<file path="src/rtl/patr_gen_pkg.sv">
// Shared types and constants for the Patr pattern checker and its stimulus generator.
package definitions;

  localparam int PATR_NUM_POS = 5;
  localparam int PATR_PAT_W   = 4;

  typedef enum logic [2:0] {
    POS_NONE = 3'd0,
    POS_1    = 3'd1,
    POS_2    = 3'd2,
    POS_3    = 3'd3,
    POS_4    = 3'd4,
    POS_5    = 3'd5
  } BitPosition_mne;

  typedef enum logic [1:0] {
    IDLE,
    HIT,
    MISS,
    DONE
  } PatrGenState_t;

endpackage

</file>
<file path="src/rtl/patr_gen_next_pos.sv">
// Priority encoder: lowest set mask position strictly above the current index.
module patr_next_pos
  import definitions::*;
#(
  parameter int NUM_POS = PATR_NUM_POS
) (
  input  logic [NUM_POS-1:0] mask,
  input  logic [2:0]         cur,
  output logic [2:0]         next_pos,
  output logic               none
);

  always_comb begin
    // NOTE: every output gets a default first so no path through the loop leaves a latch.
    next_pos = POS_NONE;
    none     = 1'b1;
    // Scanning downward lets the lowest qualifying position win without a break.
    for (int k = NUM_POS; k >= 1; k--) begin
      if (k > int'(cur) && mask[k-1]) begin
        next_pos = 3'(k);
        none     = 1'b0;
      end
    end
  end

endmodule

</file>
<file path="src/rtl/patr_gen.sv">
// Pattern stimulus generator: streams hit/miss bytes with expected-result tags over valid/ready.
module patr_gen
  import definitions::*;
#(
  parameter int NUM_POS = PATR_NUM_POS,
  parameter int PAT_W   = PATR_PAT_W,
  parameter int BYTE_W  = 8
) (
  input  logic               CLK,
  input  logic               RESET_n,
  input  logic               Start,
  input  logic [PAT_W-1:0]   PatrPattern,
  input  logic [NUM_POS-1:0] PosMask,
  input  logic               InsertMiss,
  output logic [BYTE_W-1:0]  GenData,
  output logic [2:0]         GenPos,
  output logic               GenHit,
  output logic               GenValid,
  input  logic               GenReady,
  output logic               Busy,
  output logic               Done,
  output logic [3:0]         ByteCount
);

  localparam logic [3:0] MAX_COUNT = 4'(2 * NUM_POS);

  PatrGenState_t      state;
  logic [PAT_W-1:0]   pat_q;
  logic [NUM_POS-1:0] mask_q;
  logic               miss_q;
  logic [2:0]         pos_q;

  logic [NUM_POS-1:0] enc_mask;
  logic [2:0]         enc_cur;
  logic [2:0]         nxt;
  logic               none;
  logic               xfer;

  function automatic logic [BYTE_W-1:0] place(logic [PAT_W-1:0] p, logic [2:0] k);
    return BYTE_W'(p) << (k - 3'd1);
  endfunction

  // In IDLE the encoder looks at the raw pins so the first position is ready at Start.
  assign enc_mask = (state == IDLE) ? PosMask : mask_q;
  assign enc_cur  = (state == IDLE) ? 3'd0    : pos_q;
  assign xfer     = GenValid & GenReady;
  assign Busy     = (state != IDLE);

  patr_next_pos #(.NUM_POS(NUM_POS)) u_next_pos (
    .mask     (enc_mask),
    .cur      (enc_cur),
    .next_pos (nxt),
    .none     (none)
  );

  // NOTE: sequential state uses non-blocking assignments so every register samples pre-edge values.
  always_ff @(posedge CLK or negedge RESET_n) begin
    if (!RESET_n) begin
      state     <= IDLE;
      pat_q     <= '0;
      mask_q    <= '0;
      miss_q    <= 1'b0;
      pos_q     <= POS_NONE;
      GenData   <= '0;
      GenPos    <= POS_NONE;
      GenHit    <= 1'b0;
      GenValid  <= 1'b0;
      Done      <= 1'b0;
      ByteCount <= '0;
    end else begin
      Done <= 1'b0;
      case (state)
        IDLE: begin
          if (Start) begin
            pat_q     <= PatrPattern;
            mask_q    <= PosMask;
            miss_q    <= InsertMiss;
            ByteCount <= '0;
            if (none) begin
              state <= DONE;
              Done  <= 1'b1;
            end else begin
              state    <= HIT;
              pos_q    <= nxt;
              GenValid <= 1'b1;
              GenData  <= place(PatrPattern, nxt);
              GenPos   <= nxt;
              GenHit   <= 1'b1;
            end
          end
        end
        HIT, MISS: begin
          if (xfer) begin
            if (ByteCount != MAX_COUNT) ByteCount <= 4'(ByteCount + 4'd1);
            if (state == HIT && miss_q) begin
              // An all-ones byte cannot hold a zero nibble; all-zeros cannot hold any other.
              state   <= MISS;
              GenData <= (pat_q == '0) ? '1 : '0;
              GenPos  <= POS_NONE;
              GenHit  <= 1'b0;
            end else if (none) begin
              state    <= DONE;
              Done     <= 1'b1;
              GenValid <= 1'b0;
              GenData  <= '0;
              GenPos   <= POS_NONE;
              GenHit   <= 1'b0;
            end else begin
              state   <= HIT;
              pos_q   <= nxt;
              GenData <= place(pat_q, nxt);
              GenPos  <= nxt;
              GenHit  <= 1'b1;
            end
          end
        end
        default: state <= IDLE;
      endcase
    end
  end

endmodule

</file>
<file path="config.mk">
export PLATFORM = sky130hd
export DESIGN_NAME = patr_gen
export DESIGN_NICKNAME = d
export VERILOG_FILES = /design/src/rtl/patr_gen_pkg.sv /design/src/rtl/patr_gen_next_pos.sv /design/src/rtl/patr_gen.sv
export SDC_FILE = /design/constraint.sdc
export NUM_CORES = 1
export LEC_CHECK = 0
export BUFFER_PORTS_ARGS = -buffer_cell sky130_fd_sc_hd__buf_2
export CAP_MARGIN = 20
export CELL_PAD_IN_SITES_DETAIL_PLACEMENT = 0
export CELL_PAD_IN_SITES_GLOBAL_PLACEMENT = 1
export CORE_MARGIN = 2
export CORE_UTILIZATION = 44
export CTS_BUF_LIST = sky130_fd_sc_hd__clkbuf_8
export DETAILED_ROUTE_END_ITERATION = 10
export GPL_ROUTABILITY_DRIVEN = 0
export PLACE_DENSITY_LB_ADDON = 0.1
export SLEW_MARGIN = 20
export SYNTH_ARGS = -nofsm -noshare
export SYNTH_HDL_FRONTEND = slang
export SYNTH_SLANG_ARGS = --single-unit
</file>
<file path="constraint.sdc">
create_clock -name CLK -period 8.4 [get_ports CLK]
set_clock_uncertainty 0.05 [all_clocks]
set_input_delay 1.26 -clock CLK [delete_from_list [all_inputs] [get_ports CLK]]
set_output_delay 1.26 -clock CLK [all_outputs]
set_load 0.01 [all_outputs]
</file>
Yosys cells after proc, flatten, opt, wreduce, memory -nomap -nowiden
Cells that the tools add are included.
{"block": "totals", "word_cells": 101, "inputBits": 14, "ff_bits": 33}
{"block": "op_classes", "eq_ne": 9, "muxes": 54, "bitwise": 1, "shift": 2, "n_lt_le_gt_ge": 5, "n_reduce_logical": 17, "addsub": 2}
{"cell": "two-way mux 8 bit", "count": 6}
{"cell": "two-way mux 3 bit", "count": 15}
{"cell": "two-way mux 1 bit", "count": 17}
{"cell": "case mux 8 bit (2 select lines)", "count": 1}
{"cell": "<< shifter 4 x 3 -> 8 bit", "count": 2}
{"cell": "two-way mux 4 bit", "count": 3}
{"cell": "inequality test 2 bit (second input constant)", "count": 6}
{"cell": "case mux 3 bit (2 select lines)", "count": 2}
{"cell": "AND reduction 4 bit", "count": 3}
{"cell": "two-way mux 2 bit", "count": 4}
{"cell": "case mux 4 bit (2 select lines)", "count": 1}
{"cell": "greater-than comparator 2 x 3 -> 1 bit (first input constant)", "count": 2}
{"cell": "greater-than comparator 3 bit (first input constant)", "count": 2}
{"cell": "logical AND 1 bit", "count": 6}
{"cell": "case mux 1 bit (2 select lines)", "count": 3}
{"cell": "AND reduction 6 bit", "count": 1}
{"cell": "two-way mux 5 bit", "count": 1}
{"cell": "adder 4 x 1 -> 4 bit (second input constant)", "count": 1}
{"cell": "logical NOT 4 bit", "count": 1}
{"cell": "inequality test 4 bit (second input constant)", "count": 1}
{"cell": "case mux 2 bit (2 select lines)", "count": 1}
{"cell": "AND reduction 2 bit", "count": 2}
{"cell": "nonzero test 2 bit", "count": 2}
{"cell": "greater-than comparator 1 x 3 -> 1 bit (first input constant)", "count": 1}
{"cell": "6 further kinds", "count": 6}

Longest topological paths before layout
Gate-level depths: netlist of run 1.
{"block": "depth", "word_depth": 15, "ltp_mapped": 17, "depth_no_buf": 15}

Cells and area by module
From an unflattened synthesis of run 1, not the netlist that was laid out.
{"block": "hier_totals", "hier_cells": 232, "hier_area_um2": 2118.3}
{"module": "patr_gen", "area_per_inst_um2": 1976.9, "seq_area_each_um2": 825.8, "instances": 1, "cells_per_inst": 206}
{"module": "patr_next_pos", "area_per_inst_um2": 141.4, "seq_area_each_um2": 0.0, "instances": 1, "cells_per_inst": 26}

Worst setup path before layout of run 1
No wires, ideal clock.
{"block": "synth_timing", "path_kind": "input -> register", "from": "in PosMask[3]", "to": "reg GenData[4]", "arrival_ns": 3.557, "setup_time_ns": 0.082, "required_time_ns": 8.268, "setup_slack_ns": 4.711, "path_stages": 12, "path_buffers": 2, "cell_sequence": "a22oi_2 -> a21oi_4 -> o21ai_4 -> inv_2 -> buf_6 -> ha_1 -> clkbuf_1 -> nand2_1 -> a211oi_1 -> a31oi_1 -> a211o_1 -> a31oi_1"}
{"block": "synth_via", "elab_chain_cells": 12}
{"item": "start, declared", "line_no": "patr_gen.sv:13", "source": "input logic [NUM_POS-1:0] PosMask,"}
{"item": "two-way mux 5 bit (*)", "line_no": "patr_gen.sv:44", "source": "assign enc_mask = (state == IDLE) ? PosMask : mask_q;"}
{"item": "logical AND 1 bit (*)", "line_no": "patr_gen_next_pos.sv:19", "source": "if (k > int'(cur) && mask[k-1]) begin"}
{"item": "two-way mux 3 bit (4 in series)", "line_no": "patr_gen_next_pos.sv:19"}
{"item": "subtractor 3 x 1 -> 3 bit", "line_no": "patr_gen.sv:40", "source": "return BYTE_W'(p) << (k - 3'd1);"}
{"item": "<< shifter 4 x 3 -> 8 bit", "line_no": "patr_gen.sv:40"}
{"item": "two-way mux 8 bit", "line_no": "patr_gen.sv:101", "source": "end else if (none) begin"}
{"item": "two-way mux 8 bit", "line_no": "patr_gen.sv:95", "source": "if (state == HIT && miss_q) begin"}
{"item": "two-way mux 8 bit", "line_no": "patr_gen.sv:93", "source": "if (xfer) begin"}
{"item": "case mux 8 bit (2 select lines)", "line_no": "patr_gen.sv:72", "source": "case (state)"}
{"item": "end signal, assigned", "line_no": "patr_gen.sv:86", "source": "GenData <= place(PatrPattern, nxt);"}
{"item": "end signal, assigned", "line_no": "patr_gen.sv:98", "source": "GenData <= (pat_q == '0) ? '1 : '0;"}
{"item": "end signal, assigned", "line_no": "patr_gen.sv:111", "source": "GenData <= place(pat_q, nxt);"}
{"item": "end, declared", "line_no": "patr_gen.sv:15", "source": "output logic [BYTE_W-1:0] GenData,"}
Mark *: on every way between the ends. The rest lies on a longest branch, timed or not. The select of a mux whose other input is x is not followed.
A chain may end at the register's enable or synchronous reset.

Worst setup path in the final report of run 1
{"block": "layout_timing", "from": "reg state[1]", "to": "reg GenData[4]"}
{"block": "layout_via", "elab_chain_cells": 15}
{"item": "start, declared", "line_no": "patr_gen.sv:27", "source": "PatrGenState_t state;"}
{"item": "start signal, assigned", "line_no": "patr_gen.sv:59", "source": "state <= IDLE;"}
{"item": "start signal, assigned", "line_no": "patr_gen.sv:80", "source": "state <= DONE;"}
{"item": "start signal, assigned", "line_no": "patr_gen.sv:83", "source": "state <= HIT;"}
{"item": "logical NOT 2 bit", "line_no": "patr_gen.sv:44, patr_gen.sv:45, patr_gen.sv:72"}
{"item": "two-way mux 3 bit", "line_no": "patr_gen.sv:45", "source": "assign enc_cur = (state == IDLE) ? 3'd0 : pos_q;"}
{"item": "greater-than comparator 3 bit", "line_no": "patr_gen_next_pos.sv:19"}
{"item": "logical AND 1 bit", "line_no": "patr_gen_next_pos.sv:19"}
{"item": "two-way mux 3 bit (5 in series)", "line_no": "patr_gen_next_pos.sv:19"}
{"item": "subtractor 3 x 1 -> 3 bit", "line_no": "patr_gen.sv:40"}
{"item": "<< shifter 4 x 3 -> 8 bit", "line_no": "patr_gen.sv:40"}
{"item": "two-way mux 8 bit", "line_no": "patr_gen.sv:101"}
{"item": "two-way mux 8 bit", "line_no": "patr_gen.sv:95"}
{"item": "two-way mux 8 bit", "line_no": "patr_gen.sv:93"}
{"item": "case mux 8 bit (2 select lines)", "line_no": "patr_gen.sv:72"}
Parallel ways exist; a longest one is shown, timed or not. The select of a mux whose other input is x is not followed.

==> results of run 1 <==
-- sequential cells by signal (all words and copies together), names as in the netlist, 2 cells and up --
| name | cells |
|---|---|
| GenData | 8 |
| mask_q | 5 |
| ByteCount | 4 |
| pat_q | 4 |
| GenPos | 3 |
| pos_q | 3 |
| state | 2 |
-- cell families (layout without fill, tap and decap cells) --
family | count (synthesis) | in the layout | synth area share [%]
buffers and inverters | 27 | 59 | 5.61
AO/OA/AOI/OAI | 76 | 76 | 25.8
multiplexers | 19 | 19 | 10.2
adder cells (fa/ha/maj) | 6 | 6 | 3.33
flip-flops | 33 | 33 | 36.7
AND/OR/NAND/NOR | 78 | 78 | 17.3
XOR/XNOR | 2 | 2 | 1.11
-- cell usage in the layout (no fill, tap or decap), types with 3 or more instances in the layout --
cell type and count:
nor3_1 5, mux2_2 12, nand2b_1 3, a21oi_1 17, o31a_1 3, mux2i_1 5
clkbuf_8 6, ha_1 6, a31oi_1 4, or3_1 5, dfrtp_1 33, inv_1 16
o21ai_0 17, nor4_1 3, nand2_1 24, nand3_1 8, buf_2 32, a211oi_1 6
nor2b_1 4, nor2_1 16
-- layer usage --
metal,GRT usage [%],vias up,part of all wire (%)
li1,-,949,-
met1,31.8,946,50
met2,30.3,58,43
met3,4.76,9,5.1
met4,8.38,0,1.8
met5,0,-,0
-- critical path: cells and delay by family, from the launching register on --
kind	cells	cell delay, ns
flops	1	0.39
fa+ha+maj	2	1.07
compound gates	7	1.88
simple gates	2	0.43
buf+inv	2	0.36
-- final timing paths --
path	startpoint	end	slack [ns]	depth (start not counted)
setup reg to reg	state[1]	GenData[4]	4.14	13
setup / recovery	state[1]	GenData[4]	4.14	13
hold reg to reg	GenData[1]	GenData[1]	0.45	1
min in group asynchronous	RESET_n	ByteCount[0]	0.98	1
max in group asynchronous	RESET_n	pat_q[1]	6.83	1
hold / removal	GenData[1]	GenData[1]	0.45	1
-- synth_stat cells, types with 3 or more instances --
cell type  number
a211oi_1        6
a21oi_1        17
a31oi_1         4
buf_6           3
clkbuf_1        3
dfrtp_1        33
ha_1            6
inv_1          16
mux2_2         12
mux2i_1         5
nand2_1        24
nand2b_1        3
nand3_1         8
nor2_1         16
nor2b_1         4
nor3_1          5
nor4_1          3
o21ai_0        17
o31a_1          3
or3_1           5
-- final cells by class --
class	count	area, sq um
Sequential cell	33	826
Multi-Input combinational cell	181	1300
Fill cell	521	2460
Tap cell	70	87.6
Timing Repair Buffer	33	168
Clock inverter	2	13.8
Inverter	18	67.6
Clock buffer	6	82.6
-- metrics by stage --
step	area, sq um	setup WS, ns	hold slack, ns	cells
after global placement	2450	4.06	0.430	335
after floorplan	2250	4.71	0.421	241
after global routing	2540	3.68	0.462	343
after CTS	2540	4.15	0.450	343
after detailed placement	2450	4.08	0.432	335
final	2540	4.14	0.448	343
==> implementation parameters, run 1 <==
Parameter                              Value

Clocking
  Clock tree from TritonCTS    built
  Clock tree sinks    33
  Maximum level of the CTS H-tree    2
  Skew-Pair Late Insertion Delay    about 0.29 ns
  Setup bufs post-CTS    0
  Clock tree root buffer cell    clkbuf_8
  Clock-pin slew on the worst setup and hold paths    around 0.080 ns
  Cells resized by post-CTS repair    0
  Buffer depth of the longest clock path    2
  Total of hold buffers inserted after clock tree synthesis    0
  Total clock buffers created by CTS    5

Placement
  DP HPWL    ~4000 um
  Count of input and output buffers    32

Layout
  Core Util, Final    approximately 50%
  Layout cells sized above 1    24.9%
  Layout net count    between 200 and 300
  Area growth from synthesis to layout    13.0%
  Diodes inserted    0

Drt
  Vias per cell    5.72
  Number of DRC markers after the initial detailed-route iteration    approximately 180
  Via count    ~2000
  Drt pass-1 iters    4
  Antenna Violating Nets Remaining    0
  Routed length per placed instance    16.0 um
  Detailed-route wire length    between 5000 and 6000 um
  DRC violation count after routing    0

STA
  Final setup vio count    0
  Minimum clock period after layout    ~4.3 ns
  RSZ-0062 raised after global routing    false
  Max-slew violations    0
  Final period utilization    50.7%
  Achievable Freq    235 MHz
  Max transition margin    49.6%
  Hold Fails Final Rpt    0
  Worst Max-Slew Pin Slew    about 0.76 ns
  Setup TNS    0 ns

Floorplan
  Horizontal die dimension    about 76 um
  Core Area    approximately 5000 sq um
  Total die area    between 5000 and 6000 sq um
  Count of standard-cell rows    26
  Number of top-level design ports    33
  Initial core utilization    45.0%
  Die Y    about 76 um

Yosys
  Largest cells by area after synthesis    dfrtp_1 37%, mux2_2 6.0%, nand2_1 4.0%
  Primary FF master, synth    dfrtp_1
  Number of library cell types mapped by synthesis    57
  Count of flip-flops with a built-in enable after synthesis    0
  Synthesized area per cell    ~9.3 sq um
  Cell type with the largest total area after synthesis    dfrtp_1
  Async set or reset register ratio after synthesis    100%
  Sequential cell area fraction in the yosys report    between 30% and 40%
  Number of synthesis warnings    0
  Share of Yosys cell area claimed by the top area cell type    between 30 and 40%
  Gate Count Post-Synth    approximately 240
  Number of register bits inferred by synthesis    33
  Net count after synthesis    about 260
  Combined area of all synthesized cells    between 2000 and 2500 sq um

Global route
  Vias in the first global route    1862
  Final global-route overflow total    0
  Global-route wire length before repair    between 9000 and 10000 um
  Antenna violations before repair    0
  Pin count of the biggest net entering global routing    34
  Total global-route track usage    21.5%

Critical path
  Startpoint class of the critical path    flop
  Setup Crit Path Kind    flop to flop
  Crit path max-delay cell type    a22oi_1
  Crit-path max cell delay    around 0.62 ns
  Kind of end point of the critical path    flop
  WP data required    8.56 ns
  Cell Chain, Critical Path    inv_1, ha_1, nor4_1, a22oi_1, o21ai_4, inv_2, ha_1, nand2b_1, a2111oi_0, a311oi_1, a21oi_1, o21ai_0, a31oi_1
  Critical path peak fanout    18
  Cell repeated most along the worst path    ha_1
  Worst path arrival time    ~4.4 ns

Hold path
  Path type of the worst min-delay path    flop to flop

Outcome
  Run status    completed

Run
  Number of max-cap violations    0
Power of run 1 is not shown: default switching activity piles up to over one toggle a cycle in this logic, so the estimate is an artifact.
==> run 2, diff against run 1 <==
Clock period 8.4 ns to 4.5 ns, I/O delays scaled along.
==> run 2 against run 1 <==
Net effect:
- non-clock buffer count up 3
- worst hold slack worse by 0.061 ns
- sequential share of layout area down 0.79 points
- wire length up 2.0%
- die area unchanged
- first-iteration DRC count up 1.7%
==> implementation parameters, run 2 (synthesis results as in run 1) <==
Parameter                              Value

Drt
  Antenna Violating Nets Remaining    0 (unchanged)
  Detailed-route wire length    5580 um (+2.0%)
  Number of DRC markers after the initial detailed-route iteration    182 (+1.7%)
  Vias per cell    5.63 (-1.5%)
  Routed length per placed instance    16.1 um (+1.1%)
  DRC violation count after routing    0 (unchanged)
  Drt pass-1 iters    4 (unchanged)
  Via count    1949 (-0.66%)

Floorplan
  Core Area    5010 sq um (unchanged)
  Count of standard-cell rows    26 (unchanged)
  Die Y    75.5 um (unchanged)
  Number of top-level design ports    33 (unchanged)
  Total die area    5710 sq um (unchanged)
  Horizontal die dimension    75.5 um (unchanged)
  Initial core utilization    45.0% (unchanged)

STA
  Worst Max-Slew Pin Slew    0.738 ns (-0.0176 ns)
  RSZ-0062 raised after global routing    false
  Final setup vio count    0 (unchanged)
  Max transition margin    50.8% (+1.2 points)
  Hold Fails Final Rpt    0 (unchanged)
  Achievable Freq    252 MHz (+7.5%)
  Worst slack on hold paths    0.387 ns (-0.0608 ns)
  Minimum clock period after layout    3.97 ns (-0.296 ns)
  Max-slew violations    0 (unchanged)
  Setup TNS    0 ns (unchanged)
  Final period utilization    88.1% (+37 points)

Layout
  Finished layout cell area    2610 sq um (+2.5%)
  Diodes inserted    0 (unchanged)
  Commonest cells after routing, fill and taps aside    33 x dfrtp_1, 32 x buf_2, 24 x nand2_1
  Biggest registers after layout    GenData (8), mask_q (5)
  Most common cell after layout, fill and taps aside    dfrtp_1
  Max reg flops    8 (unchanged)
  Most flop-heavy register    GenData
  Layout filler cell count    508 (-2.5%)
  Layout net count    295 (+1.0%)
  Layout cells sized above 1    25.7% (+0.82 points)
  Area growth from synthesis to layout    15.8%
  Layout Cells excl Fill    346 (+0.87%)

Clocking
  Clock tree root buffer cell    clkbuf_8
  Setup bufs post-CTS    0 (unchanged)
  Clock tree sinks    33 (unchanged)
  Maximum level of the CTS H-tree    2 (unchanged)
  Total of hold buffers inserted after clock tree synthesis    0 (unchanged)
  Clock-pin slew on the worst setup and hold paths    0.08 ns (about the same)
  Skew-Pair Late Insertion Delay    0.29 ns (about the same)
  Total clock buffers created by CTS    5 (unchanged)
  Cells resized by post-CTS repair    0 (unchanged)
  Buffer depth of the longest clock path    2 (unchanged)
  Clock tree from TritonCTS    built

Critical path
  Crit-path max cell delay    0.57 ns (-0.05 ns)
  Launch point of the worst reg-to-reg path    state[0]
  Crit path max-delay cell type    ha_1
  Cell repeated most along the worst path    ha_1
  Cell Chain, Critical Path    inv_1, ha_1, nor2_1, a22oi_2, a21oi_4, o21ai_4, inv_2, ha_1, nand2b_1, a2111oi_0, a311oi_1, a21oi_1, o21ai_0, a31oi_1
  Startpoint class of the critical path    flop
  Setup Crit Path Kind    flop to flop
  First element of the critical path    state[0]
  WP data required    4.66 ns (-3.90 ns)
  Critical path peak fanout    18 (unchanged)
  Worst path arrival time    4.12 ns (-0.31 ns)
  Kind of end point of the critical path    flop

Placement
  Post-detailed-placement cell area    2470 sq um (+0.92%)
  Count of input and output buffers    32 (unchanged)
  DP HPWL    4120 um (+4.4%)
  Placed cells    338 (+0.90%)

Global route
  Pin count of the biggest net entering global routing    34 (unchanged)
  Vias in the first global route    1837 (-1.3%)
  Global-route wire length before repair    9300 um (+0.67%)
  Total global-route track usage    21.7% (+0.22 points)
  Final global-route overflow total    0 (unchanged)
  Antenna violations before repair    0 (unchanged)

Hold path
  Path type of the worst min-delay path    primary input to async pin

Outcome
  Run status    completed

Run
  Number of max-cap violations    0 (unchanged)
-- run 2: changes by cell type in the layout (fill, tap and decap cells not counted), sizes merged --
cell    delta
inv        +1
clkbuf     -1
bufinv     +2
clkinv     -2
buf        +3
-- run 2: worst max-delay path: cells and delay by family, from the launching register on --
family | cells | cell delay (ns)
AO/OA/AOI/OAI | 8 | 1.76
adder cells (fa/ha/maj) | 2 | 1.04
buffers and inverters | 2 | 0.24
flip-flops | 1 | 0.40
AND/OR/NAND/NOR | 2 | 0.38
-- run 2: routing by layer --
layer  GRT usage, %  share of wire (%)
met1           33.1                 50
met2           31.0                 43
met3           4.63                6.0
met4           5.65                1.1
met5              0                  0
-- run 2: final timing paths --
kind,end,depth (start not counted),slack (ns)
setup / recovery,GenData[4],14,0.53
min in group CLK,GenData[1],1,0.46
setup reg to reg,GenData[4],14,0.53
hold / removal,ByteCount[2],1,0.39
max in group asynchronous,pat_q[2],1,3.53
hold reg to reg,GenData[1],1,0.46
-- run 2: stage by stage --
step | setup WS (ns) | utilization (%)
after floorplan | 1.16 | -
after global placement | 0.596 | 49.3
after detailed placement | 0.581 | 49.3
after CTS | 0.527 | 52.1
after global routing | 0.109 | 52.1
final | 0.534 | 52.1
-- run 2: cell type report --
type | count | area (sq um) | share of cell area, %
timing repair buffer | 36 | 190 | 7.29
sequential | 33 | 826 | 31.7
multi-input combinational | 181 | 1300 | 49.8
clock buffer | 5 | 68.8 | 2.64
inverter | 18 | 67.6 | 2.59
tap | 70 | 87.6 | 3.36
clock inverter | 3 | 68.8 | 2.64
Power of run 2 is left out for the same reason.
==> run 3, diff against run 2 <==
Settings changed: SYNTH_HIERARCHICAL from default to 1.
==> run 3 against run 2 <==
Net effect:
- sequential share of layout area increased by 2.8 points
- flip-flop and latch count unchanged
- global-route usage decreased by 3.0 points
- via count decreased by 9.7%
- first-iteration DRC count decreased by 52%
- count of clock-buffer cells in the layout unchanged
- utilization decreased by 0.93 points
- synthesized cell count decreased by 3.7%
- wire length decreased by 17%
- highest routed layer unchanged
==> implementation parameters, run 3 <==
Parameter                              Value

Clocking
  Clock tree from TritonCTS    built
  Clock-pin slew on the worst setup and hold paths    0.07 ns (about the same)
  Total clock buffers created by CTS    5 (unchanged)
  Cells resized by post-CTS repair    0 (unchanged)
  Clock tree root buffer cell    clkbuf_8
  Total of hold buffers inserted after clock tree synthesis    0 (unchanged)
  Clock tree sinks    33 (unchanged)
  Skew-Pair Late Insertion Delay    0.29 ns (about the same)
  Buffer depth of the longest clock path    2 (unchanged)
  Setup bufs post-CTS    0 (unchanged)
  Maximum level of the CTS H-tree    2 (unchanged)

Floorplan
  Die Y    73.4 um (-2.9%)
  Horizontal die dimension    73.4 um (-2.9%)
  Number of top-level design ports    33 (unchanged)
  Initial core utilization    45.1% (+0.19 points)
  Total die area    5390 sq um (-5.6%)
  Count of standard-cell rows    25 (-3.8%)
  Core Area    4690 sq um (-6.3%)

Yosys
  Gate Count Post-Synth    232 (-3.7%)
  Number of library cell types mapped by synthesis    45 (-21%)
  Synthesized area per cell    9.13 sq um (-2.3%)
  Async set or reset register ratio after synthesis    100% (unchanged)
  Share of Yosys cell area claimed by the top area cell type    39.0% (+2.3 points)
  Largest cells by area after synthesis    dfrtp_1 39%, mux2_2 11%, o21ai_0 5.2%
  Number of register bits inferred by synthesis    33 (unchanged)
  Most frequent cell after synthesis    dfrtp_1
  Count of flip-flops with a built-in enable after synthesis    0 (unchanged)
  List of most frequent post-synthesis cells    33 x dfrtp_1, 24 x nand2_1, 22 x o21ai_0, 20 x mux2_2, 19 x nor2_1
  Combined area of all synthesized cells    2120 sq um (-5.9%)
  Sequential cell area fraction in the yosys report    39.0% (+2.3 points)
  Cell type with the largest total area after synthesis    dfrtp_1
  Net count after synthesis    252 (-3.4%)
  Primary FF master, synth    dfrtp_1
  Number of synthesis warnings    6 (+6)

Drt
  Antenna Violating Nets Remaining    0 (unchanged)
  Routed length per placed instance    14.6 um (-9.7%)
  Via count    1759 (-9.7%)
  Vias per cell    5.51 (-2.1%)
  DRC violation count after routing    0 (unchanged)
  Drt pass-1 iters    4 (unchanged)
  Detailed-route wire length    4650 um (-17%)
  Number of DRC markers after the initial detailed-route iteration    87 (-52%)

STA
  Max transition margin    51.1% (+0.30 points)
  Hold Fails Final Rpt    0 (unchanged)
  Max-slew violations    0 (unchanged)
  Final period utilization    87.1% (-1.0 points)
  Worst slack on hold paths    0.394 ns (+0.00698 ns)
  Minimum clock period after layout    3.92 ns (-0.0461 ns)
  Final setup vio count    0 (unchanged)
  RSZ-0062 raised after global routing    false
  Achievable Freq    255 MHz (+1.2%)
  Worst Max-Slew Pin Slew    0.734 ns (-0.00455 ns)
  Setup TNS    0 ns (unchanged)

Layout
  Area growth from synthesis to layout    13.3%
  Most flop-heavy register    GenData
  Most common cell after layout, fill and taps aside    dfrtp_1
  Layout cells sized above 1    26.4% (+0.69 points)
  Diodes inserted    0 (unchanged)
  Layout filler cell count    485 (-4.5%)
  Layout net count    284 (-3.7%)
  Biggest registers after layout    GenData (8), mask_q (5)
  Max reg flops    8 (unchanged)
  Commonest cells after routing, fill and taps aside    33 x dfrtp_1, 32 x buf_2, 24 x nand2_1

Global route
  Final global-route overflow total    0 (unchanged)
  Global-route wire length before repair    7680 um (-17%)
  Pin count of the biggest net entering global routing    34 (unchanged)
  Total global-route track usage    18.6% (-3.0 points)
  Antenna violations before repair    0 (unchanged)
  Vias in the first global route    1627 (-11%)

Critical path
  Cell Chain, Critical Path    inv_1, ha_1, nor2b_1, nand3b_1, a21oi_1, a21oi_1, o22ai_1, inv_1, ha_1, mux2_2, a22oi_1, o21ai_0, a22oi_1, a21oi_1
  Bufs and invs on worst path    2 (unchanged)
  Minimum setup slack among reg-to-reg paths    0.58 ns (+0.05 ns)
  Setup Crit Path Kind    flop to flop
  First element of the critical path    state[0]
  Launch point of the worst reg-to-reg path    state[0]
  Critical path's top delay family    compound AO/OA/AOI/OAI gates
  Crit-path max cell delay    0.65 ns (+0.08 ns)
  Startpoint class of the critical path    flop
  Cell repeated most along the worst path    a21oi_1
  Critical path peak fanout    17 (-1)
  WP data required    4.61 ns (-0.05 ns)
  Worst path arrival time    4.03 ns (-0.09 ns)
  Crit path max-delay cell type    ha_1
  Kind of end point of the critical path    flop

Hold path
  Path type of the worst min-delay path    primary input to async pin

Run
  Number of max-cap violations    0 (unchanged)

Placement
  Count of input and output buffers    32 (unchanged)
  DP HPWL    3490 um (-15%)

Outcome
  Run status    completed
[run 3: changes by cell type after synthesis, moves of 5 or more]
cell,change
mux2_2,+8
a211oi_1,-5
o21ai_0,+5
or3_1,-5
[run 3: layer usage]
layer  GRT usage [%]  wire [um]
met5               0          0
met4            6.06         53
met3            4.12        174
met2            30.0       2230
met1            24.9       2190
[run 3: worst paths after layout]
check	depth (start not counted)	to
max in group asynchronous	1	pos_q[1]
worst max register to register	14	GenData[2]
min in group CLK	2	GenHit
worst min-delay path	1	ByteCount[3]
worst min register to register	2	GenHit
worst max-delay path	14	GenData[2]
[run 3: layout make-up]
cell class	instances	area [sq um]	area share, %
Tap cell	54	67.6	2.82
Clock buffer	5	68.8	2.87
Multi-Input combinational cell	174	1180	49.1
Clock inverter	3	17.5	0.730
Timing Repair Buffer	36	190	7.92
Sequential cell	33	826	34.4
Inverter	14	52.6	2.19
[run 3: per-stage QoR]
stage	utilization (%)	area, sq um	setup slack [ns]	std cells
2_1_floorplan	-	2120	0.666	232
3_3_place_gp	49.3	2310	0.699	311
3_5_place_dp	49.3	2310	0.590	311
4_1_cts	51.1	2400	0.577	319
5_1_grt	51.1	2400	0.251	319
6_report	51.1	2400	0.580	319
[run 3: logic make-up (layout without fill, tap and decap cells)]
group | count (synthesis) | in the layout | share of synthesized area (%)
flip-flops | 33 | 33 | 39.0
AND/OR/NAND/NOR | 70 | 70 | 15.5
multiplexers | 29 | 29 | 15.1
adder cells (fa/ha/maj) | 6 | 6 | 3.54
AO/OA/AOI/OAI | 67 | 67 | 20.3
XOR/XNOR | 2 | 2 | 1.18
buffers and inverters | 25 | 58 | 5.43
Power of run 3 is left out for the same reason.
